<file path="src/rtl/led_seq_pkg.sv">
// led_seq_pkg
// Shared definitions for the LED pattern sequencer: FSM state encoding,
// register offsets relative to the sequencer base address, MODE encodings
// and the pattern advance function.
package led_seq_pkg;

    typedef enum logic [1:0] {
        ST_IDLE  = 2'd0,
        ST_WR_LO = 2'd1,
        ST_WR_HI = 2'd2,
        ST_WAIT  = 2'd3
    } seq_state_t;

    localparam logic [7:0] CTRL_OFS   = 8'd0;
    localparam logic [7:0] PERIOD_OFS = 8'd1;
    localparam logic [7:0] SEEDLO_OFS = 8'd2;
    localparam logic [7:0] SEEDHI_OFS = 8'd3;

    localparam logic MODE_ROTATE = 1'b0;
    localparam logic MODE_INCR   = 1'b1;

    // One animation step: rotate-left by one, or increment with wrap.
    function automatic logic [15:0] next_pattern(input logic [15:0] p, input logic mode);
        return (mode == MODE_INCR) ? p + 16'd1 : {p[14:0], p[15]};
    endfunction

endpackage

</file>
<file path="src/rtl/tick_prescaler.sv">
// tick_prescaler
// Free-running counter 0..TERMINAL that pulses TICK for one cycle at the
// terminal count, i.e. one tick every TERMINAL+1 enabled cycles.
// Ports:
//   CLK   - system clock
//   RESET - asynchronous active-high reset
//   EN    - count enable
//   CLR   - synchronous clear (takes priority over EN)
//   TICK  - one-cycle pulse at the terminal count
module tick_prescaler #(
    parameter int unsigned TERMINAL = 99_999
) (
    input  logic CLK,
    input  logic RESET,
    input  logic EN,
    input  logic CLR,
    output logic TICK
);

    localparam int W = (TERMINAL < 2) ? 1 : $clog2(TERMINAL + 1);

    logic [W-1:0] count;
    logic         at_terminal;

    assign at_terminal = (count == W'(TERMINAL));
    assign TICK        = EN && !CLR && at_terminal;

    always_ff @(posedge CLK or posedge RESET) begin
        if (RESET) begin
            count <= '0;
        end else if (CLR) begin
            count <= '0;
        end else if (EN) begin
            count <= at_terminal ? '0 : count + W'(1);
        end
    end

endmodule

</file>
<file path="src/rtl/led_pattern_sequencer.sv">
// led_pattern_sequencer
// Animates the 16-bit LED peripheral by writing a pattern as a low/high
// byte pair, sharing the peripheral write bus with the CPU. CPU writes
// always pass through; sequencer writes fill cycles with no CPU write.
// Ports:
//   CLK        - system clock
//   RESET      - asynchronous active-high reset
//   CPU_ADDR   - CPU bus address
//   CPU_DATA   - CPU bus write data
//   CPU_WE     - CPU write strobe
//   BUS_ADDR   - registered address to the LED peripheral
//   BUS_DATA   - registered data to the LED peripheral
//   BUS_WE     - registered one-cycle write strobe to the LED peripheral
//   SEQ_ACTIVE - high whenever the FSM is not IDLE
//
// state    | meaning
// ---------+-----------------------------------------------------------
// IDLE     | sequencer off, prescaler held clear
// WR_LO    | waiting for a free bus cycle to write pattern[7:0]
// WR_HI    | waiting for a free bus cycle to write pattern[15:8]
// WAIT     | counting ticks until the next step
module led_pattern_sequencer
    import led_seq_pkg::*;
#(
    parameter logic [7:0]  SeqBaseAddress = 8'hC4,
    parameter logic [7:0]  LedBaseAddress = 8'hC0,
    parameter int unsigned PrescaleMax    = 99_999
) (
    input  logic       CLK,
    input  logic       RESET,
    input  logic [7:0] CPU_ADDR,
    input  logic [7:0] CPU_DATA,
    input  logic       CPU_WE,
    output logic [7:0] BUS_ADDR,
    output logic [7:0] BUS_DATA,
    output logic       BUS_WE,
    output logic       SEQ_ACTIVE
);

    seq_state_t  state;
    logic        ctrl_en;
    logic        ctrl_mode;
    logic [7:0]  period_reg;
    logic [7:0]  period_cnt;
    logic [15:0] pattern;

    logic        wr_ctrl, wr_period, wr_seed_lo, wr_seed_hi;
    logic        en_next;
    logic [7:0]  period_eff;
    logic        tick;
    logic        expire;

    assign wr_ctrl    = CPU_WE && (CPU_ADDR == SeqBaseAddress + CTRL_OFS);
    assign wr_period  = CPU_WE && (CPU_ADDR == SeqBaseAddress + PERIOD_OFS);
    assign wr_seed_lo = CPU_WE && (CPU_ADDR == SeqBaseAddress + SEEDLO_OFS);
    assign wr_seed_hi = CPU_WE && (CPU_ADDR == SeqBaseAddress + SEEDHI_OFS);

    // IDLE looks at the value being written so WR_LO is entered on the same
    // edge that sets EN.
    assign en_next    = wr_ctrl ? CPU_DATA[0] : ctrl_en;
    assign period_eff = (period_reg == 8'd0) ? 8'd1 : period_reg;
    assign expire     = (state == ST_WAIT) && ctrl_en && tick &&
                        (period_cnt == period_eff - 8'd1);

    tick_prescaler #(
        .TERMINAL (PrescaleMax)
    ) u_prescaler (
        .CLK   (CLK),
        .RESET (RESET),
        .EN    (state != ST_IDLE),
        .CLR   (state == ST_IDLE),
        .TICK  (tick)
    );

    // Register file, pattern and period counter.
    always_ff @(posedge CLK or posedge RESET) begin
        if (RESET) begin
            ctrl_en    <= 1'b0;
            ctrl_mode  <= MODE_ROTATE;
            period_reg <= 8'd0;
            period_cnt <= 8'd0;
            pattern    <= 16'd0;
        end else begin
            if (wr_ctrl) begin
                ctrl_en   <= CPU_DATA[0];
                ctrl_mode <= CPU_DATA[1];
            end
            if (wr_period) begin
                period_reg <= CPU_DATA;
            end
            // A seed write in the expiry cycle drops that advance entirely.
            if (wr_seed_lo || wr_seed_hi) begin
                if (wr_seed_lo) pattern[7:0]  <= CPU_DATA;
                if (wr_seed_hi) pattern[15:8] <= CPU_DATA;
            end else if (expire) begin
                pattern <= next_pattern(pattern, ctrl_mode);
            end
            if ((state != ST_WAIT) || expire || wr_period || wr_seed_lo || wr_seed_hi) begin
                period_cnt <= 8'd0;
            end else if (tick) begin
                period_cnt <= period_cnt + 8'd1;
            end
        end
    end

    // FSM with registered bus mux; the CPU always wins the bus.
    always_ff @(posedge CLK or posedge RESET) begin
        if (RESET) begin
            state      <= ST_IDLE;
            BUS_ADDR   <= 8'd0;
            BUS_DATA   <= 8'd0;
            BUS_WE     <= 1'b0;
            SEQ_ACTIVE <= 1'b0;
        end else begin
            BUS_WE <= 1'b0;
            if (CPU_WE) begin
                BUS_ADDR <= CPU_ADDR;
                BUS_DATA <= CPU_DATA;
                BUS_WE   <= 1'b1;
            end
            case (state)
                ST_IDLE: begin
                    if (en_next) begin
                        state      <= ST_WR_LO;
                        SEQ_ACTIVE <= 1'b1;
                    end
                end
                ST_WR_LO: begin
                    if (!CPU_WE) begin
                        BUS_ADDR <= LedBaseAddress;
                        BUS_DATA <= pattern[7:0];
                        BUS_WE   <= 1'b1;
                        state    <= ST_WR_HI;
                    end
                end
                ST_WR_HI: begin
                    if (!CPU_WE) begin
                        BUS_ADDR   <= LedBaseAddress + 8'd1;
                        BUS_DATA   <= pattern[15:8];
                        BUS_WE     <= 1'b1;
                        state      <= ctrl_en ? ST_WAIT : ST_IDLE;
                        SEQ_ACTIVE <= ctrl_en;
                    end
                end
                ST_WAIT: begin
                    if (!ctrl_en) begin
                        state      <= ST_IDLE;
                        SEQ_ACTIVE <= 1'b0;
                    end else if (expire) begin
                        state <= ST_WR_LO;
                    end
                end
                default: begin
                    state      <= ST_IDLE;
                    SEQ_ACTIVE <= 1'b0;
                end
            endcase
        end
    end

endmodule

</file>
<file path="config.mk">
export PLATFORM = sky130hd
export DESIGN_NAME = led_pattern_sequencer
export DESIGN_NICKNAME = d
export VERILOG_FILES = /design/src/rtl/led_seq_pkg.sv /design/src/rtl/tick_prescaler.sv /design/src/rtl/led_pattern_sequencer.sv
export SDC_FILE = /design/constraint.sdc
export NUM_CORES = 1
export LEC_CHECK = 0
export BUFFER_PORTS_ARGS = -buffer_cell sky130_fd_sc_hd__buf_2
export CORE_MARGIN = 2
export CORE_UTILIZATION = 64
export DETAILED_ROUTE_END_ITERATION = 8
export HOLD_SLACK_MARGIN = 0.08
export PLACE_DENSITY = 0.82
export SLEW_MARGIN = 10
export SYNTH_ARGS = -nofsm -noshare
export SYNTH_HDL_FRONTEND = slang
export SYNTH_SLANG_ARGS = --single-unit
</file>
<file path="constraint.sdc">
create_clock -name CLK -period 5.98 [get_ports CLK]
set_input_delay 0.598 -clock CLK [delete_from_list [all_inputs] [get_ports CLK]]
set_output_delay 0.598 -clock CLK [all_outputs]
set_load 0.02 [all_outputs]
</file>
* Word-level counts from Yosys, hierarchy flattened
Index checks and enable logic that the tools add are counted.
Widths: inputs -> output; s select.
** Operators by class
- Mux-type cells :: 34
- Add/subtract/negate cells :: 4
- Reductions and logical operators :: 27
- Equality and inequality tests :: 17
** Operators with widths (count)
- $mux 8 :: 11
- $mux 17 :: 3
- $mux 16 :: 3
- $eq 8x8->1 const B :: 4
- $pmux 8 s2 :: 2
- $add 17x1->17 const B :: 1
- $eq 17x17->1 const B :: 1
- $add 16x1->16 const B :: 1
- $ne 2x2->1 const B :: 7
- $mux 2 :: 6
- $logic_and 1x1->1 :: 9
- $add 8x1->8 const B :: 1
- $eq 8x8->1 :: 1
- $logic_not 8->1 :: 1
- $pmux 2 s4 :: 1
- $reduce_and 4->1 :: 2
- $reduce_bool 2->1 :: 4
- $sub 8x1->8 const B :: 1
- $mux 1 :: 7
- $logic_or 1x1->1 :: 5
- $eq 2x2->1 const B :: 2
- $reduce_and 2->1 :: 2
- $ne 3x3->1 const B :: 1
- $pmux 1 s3 :: 1
- 5 further kinds :: 5
** Word-level totals
- Output and inout port bits :: 18
- Register bits after elaboration :: 71
- Word-level logic and storage cells :: 94
- Input bits :: 19

* Logic depth before layout (Yosys ltp)
- Depth after elaboration :: 11
- Gate-level depth with buffers :: 12
- Mapped depth without buffers :: 10

* Hierarchy
From an unflattened synthesis, not the netlist that was laid out.
** Unflattened totals
- Cell total of the unflattened synthesis :: 487
- Area total of the unflattened synthesis :: 4372.9 sq um
** By module, submodules not included
- led_pattern_sequencer :: seq. area each 1351.3 sq um, area an instance 3337.0 sq um, cells an instance 376, times used 1
- tick_prescaler :: seq. area each 425.4 sq um, area an instance 1036.0 sq um, cells an instance 111, times used 1

* Least setup slack after synthesis
No wires, ideal clock.
- Path kind :: reg-to-reg
- From :: register period_reg[3]
- To :: register pattern[3]
- Stages on the path, launching flop included :: 13
- Buffers on the path :: 2
- Slack :: 3285 ps
- Required time :: 5861 ps
- Clock period less this slack :: 2695 ps
- Arrival :: 2576 ps
- Setup time :: 119 ps
- Path through :: dfrtp_1 -> clkbuf_1 -> nor4_2 -> a31oi_1 -> ha_1 -> xnor2_1 -> a211oi_1 -> o21ai_0 -> nand4b_1 -> nor3_4 -> buf_6 -> a21oi_1 -> o21a_1
** On the way
- Word-level cells in the longest chain between the ends :: 7
** Ends and longest elaborated chain
- from (decl) :: RTL line led_pattern_sequencer.sv:43 : logic [7:0] period_reg;
- from (signal assigned) :: RTL line led_pattern_sequencer.sv:80 : period_reg <= 8'd0;
- from (signal assigned) :: RTL line led_pattern_sequencer.sv:89 : period_reg <= CPU_DATA;
- $logic_not 8->1 :: RTL line led_pattern_sequencer.sv:61 : assign period_eff = (period_reg == 8'd0) ? 8'd1 : period_reg;
- $mux 8 * :: RTL line led_pattern_sequencer.sv:61
- $sub 8x1->8 * :: RTL line led_pattern_sequencer.sv:63 : (period_cnt == period_eff - 8'd1);
- $eq 8x8->1 * :: RTL line led_pattern_sequencer.sv:63
- $logic_and 1x1->1 * :: RTL line led_pattern_sequencer.sv:62 : assign expire = (state == ST_WAIT) && ctrl_en && tick &&
- $reduce_bool 2->1 (no line) *
- $reduce_and 2->1 (no line) *
- to (signal assigned) :: RTL line led_pattern_sequencer.sv:96 : pattern <= next_pattern(pattern, ctrl_mode);
- to (decl) :: RTL line led_pattern_sequencer.sv:45 : logic [15:0] pattern;
Every way passes the cells marked *; elsewhere a longest branch is shown, timed or not.
A chain may end at the register's enable or synchronous reset.

* Worst setup path in the final report
- From :: register period_reg[3]
- To :: register pattern[5]
Same word-level chain as after synthesis.

==> summary.md <==
| Metric | Value |
|---|---|
| Num rows | `29` |
| Setup crit end kind | `register` |
| Largest regs | `u_prescaler.count: 17 flops, pattern: 16 flops` |
| Setup Viol. Count Final | `0` |
| Drt drc | `0` |
| Largest net degree at the start of global routing | `72` |
| Die W | `83.6 microns` |
| FF+latch area | `1780 sq um` |
| Worst rel slew slack | `0.365` |
| First-pass DRT Iterations | `5` |
| Via density | `6.18` |
| Post-route setup TNS | `0 ns` |
| Largest area contributor in the netlist | `dfrtp_1` |
| Critical Path AT | `3.36 ns` |
| #FFs+latches synth | `71` |
| Core Region | `6240 sq um` |
| Critical path launch point type | `register` |
| Crit path kind | `reg2reg` |
| Max VDD drop | `304 uV` |
| Switch share | `0.381` |
| Tmin final | `3.13 ns` |
| Psw | `630 uW` |
| CTS root buf | `clkbuf_8` |
| # diodes | `0` |
| Top post-synthesis cells by area | `dfrtp_1, nor2_1, nand2_1` |
| Yosys warns | `0` |
| I/O Buffers | `36` |
| Worst Tran Pin Value | `0.951 ns` |
| DP Wirelength | `6430 microns` |
| Clock Sinks | `71` |
| Sequential share of the synthesized area | `0.438` |
| # hold bufs at CTS | `0` |
| Post-synth top flop | `dfrtp_1` |
| Die height | `83.6 microns` |
| Routed WL | `9190 microns` |
| Final hold vios | `0` |
| Total grt overflow | `0` |
| Layout Skew | `0.00971 ns` |
| Ys async rst share | `1.00` |
| GPL Wtd Cong | `0.896` |
| Pint | `1.02 mW` |
| Pwr Density | `370 nW/um^2` |
| Max Buffers Root-to-Sink | `2` |
| EDFF count, synth | `0` |
| Multi-input logic area | `2140 sq um` |
| WP data required | `6.21 ns` |
| Worst hold path class | `reg2reg` |
| Status | `completed` |
| Synth top area share | `0.438` |
| Most frequently used cell type in the post-synthesis netlist | `dfrtp_1` |
| Final period utilization | `0.524` |
| Pins Over Slew Limit | `0` |
| Netlist Area Pre-Place | `4060 sq um` |
| Max-cap violations | `0` |
| Fill cells | `495` |
| RSZ-0062 raised after global routing | `false` |
| Reg clk slew, reported paths | `0.07 ns` |
| Max FFs per register | `17` |
| First-pass GRT wire length | `15600 microns` |
| Synth cell count leaders | `dfrtp_1, nor2_1, nand2_1` |
| Initial antenna violation count | `0` |
| Fmax achieved | `319 MHz` |
| H-tree depth | `3` |
| Post-CTS setup buffers | `0` |
| WL per Instance | `16.7 microns` |
| Crit Path Max Fanout | `14` |
| Initial DRC Count | `285` |
| Area grow syn2layout | `10.2%` |
| Sequential Power Share | `0.399` |
| Mean Syn Cell Area | `9.18 sq um` |
| CTS tree | `built` |
| Clk_lat worst skew | `0.34 ns` |
| Die area | `6990 sq um` |
| Placed Area | `4260 sq um` |
| Logic pwr share | `0.359` |
| I/O pin total | `37` |
| Vias in the first global route | `3105` |
| Finished Layout Cells | `552` |
| Synthesized instance count | `442` |
| Syn_nets | `469` |
| Distinct cells, synth | `55` |
| Clock power frac | `0.242` |
| Routed vias | `3409` |
| Initial Utilization | `0.650` |
| Post-CTS sizing | `0` |
| Utilization after layout | `0.716` |
| Placed Instances | `536` |
| Lkg Pwr | `1.97 nW` |
| Top reg by flops | `u_prescaler.count` |
| Finished layout cell area | `4470 sq um` |
| # nets final | `497` |
| Total track usage | `0.277` |
| Routed Antenna Nets | `0` |
| Share of layout cells above drive strength 1 | `0.162` |
| Num CTS Buffers | `9` |
## cell families (layout without fill, tap and decap cells)
family,after synthesis,in the layout,synth area share
buf+inv,35,68,0.0345
mux,17,17,0.0444
simple gates,165,165,0.206
fa+ha+maj,8,8,0.0247
compound gates,115,115,0.185
flops,71,71,0.438
xor+xnor,31,31,0.0669
## power groups by stage
stage | combinational [mW] | sequential [mW] | clock [mW]
6_report | 0.594 | 0.660 | 0.400
5_1_grt | 0.661 | 0.672 | 0.430
4_1_cts | 0.594 | 0.657 | 0.405
3_5_place_dp | 0.590 | 0.664 | 0
3_3_place_gp | 0.569 | 0.660 | 0
2_1_floorplan | 0.374 | 0.710 | 0
## through the flow
step / setup WS [ns] / power, mW / hold WS, ns
after global routing: 2.62 / 1.76 / 0.496
after floorplan: 3.28 / 1.08 / 0.455
final: 2.85 / 1.65 / 0.499
after detailed placement: 2.89 / 1.25 / 0.476
after CTS: 2.89 / 1.66 / 0.488
after global placement: 3.01 / 1.23 / 0.476
## worst paths after layout
path	startpoint	slack, ns	to	depth (start not counted)
max in group asynchronous	RESET	4.88	period_reg[0]	3
min	u_prescaler.count[0]	0.50	u_prescaler.count[0]	1
min reg2reg	u_prescaler.count[0]	0.50	u_prescaler.count[0]	1
min in group asynchronous	RESET	0.51	BUS_ADDR[4]	3
max	period_reg[3]	2.85	pattern[5]	10
max reg2reg	period_reg[3]	2.85	pattern[5]	10
## metal layers
layer,GRT usage,vias to the layer above,share of wire
met5,0,-,0
met4,0.104,0,0.021
met3,0.0544,17,0.071
met2,0.383,116,0.45
met1,0.431,1656,0.46
li1,-,1620,-
## placed cells by master, fill, tap and decap left out, types with 12 or more instances in the layout
master,count
a21oi_1,27
buf_2,36
clkbuf_8,12
dfrtp_1,71
inv_1,13
nand2_1,44
nand3_1,14
nand4_1,12
nor2_1,55
o21a_1,16
o21ai_0,32
xnor2_1,14
xor2_1,17
## worst max-delay path, cell delays in order (launching register included)
cell	delay, ns
dfrtp_1	0.47
nor4_2	0.39
a31oi_1	0.19
ha_1	0.28
nor2b_1	0.17
a21boi_0	0.17
o21ai_0	0.10
nand4b_1	0.34
nor3_4	0.61
a31oi_1	0.16
o21a_1	0.14
## layout make-up
| cell class | instances | share of cell area |
|---|---|---|
| timing repair buffer | 38 | 0.0437 |
| multi-input combinational | 336 | 0.479 |
| clock inverter | 2 | 0.00840 |
| clock buffer | 14 | 0.0386 |
| inverter | 14 | 0.0118 |
| tap | 77 | 0.0216 |
| sequential | 71 | 0.397 |
(Power assumes the default switching activity.)
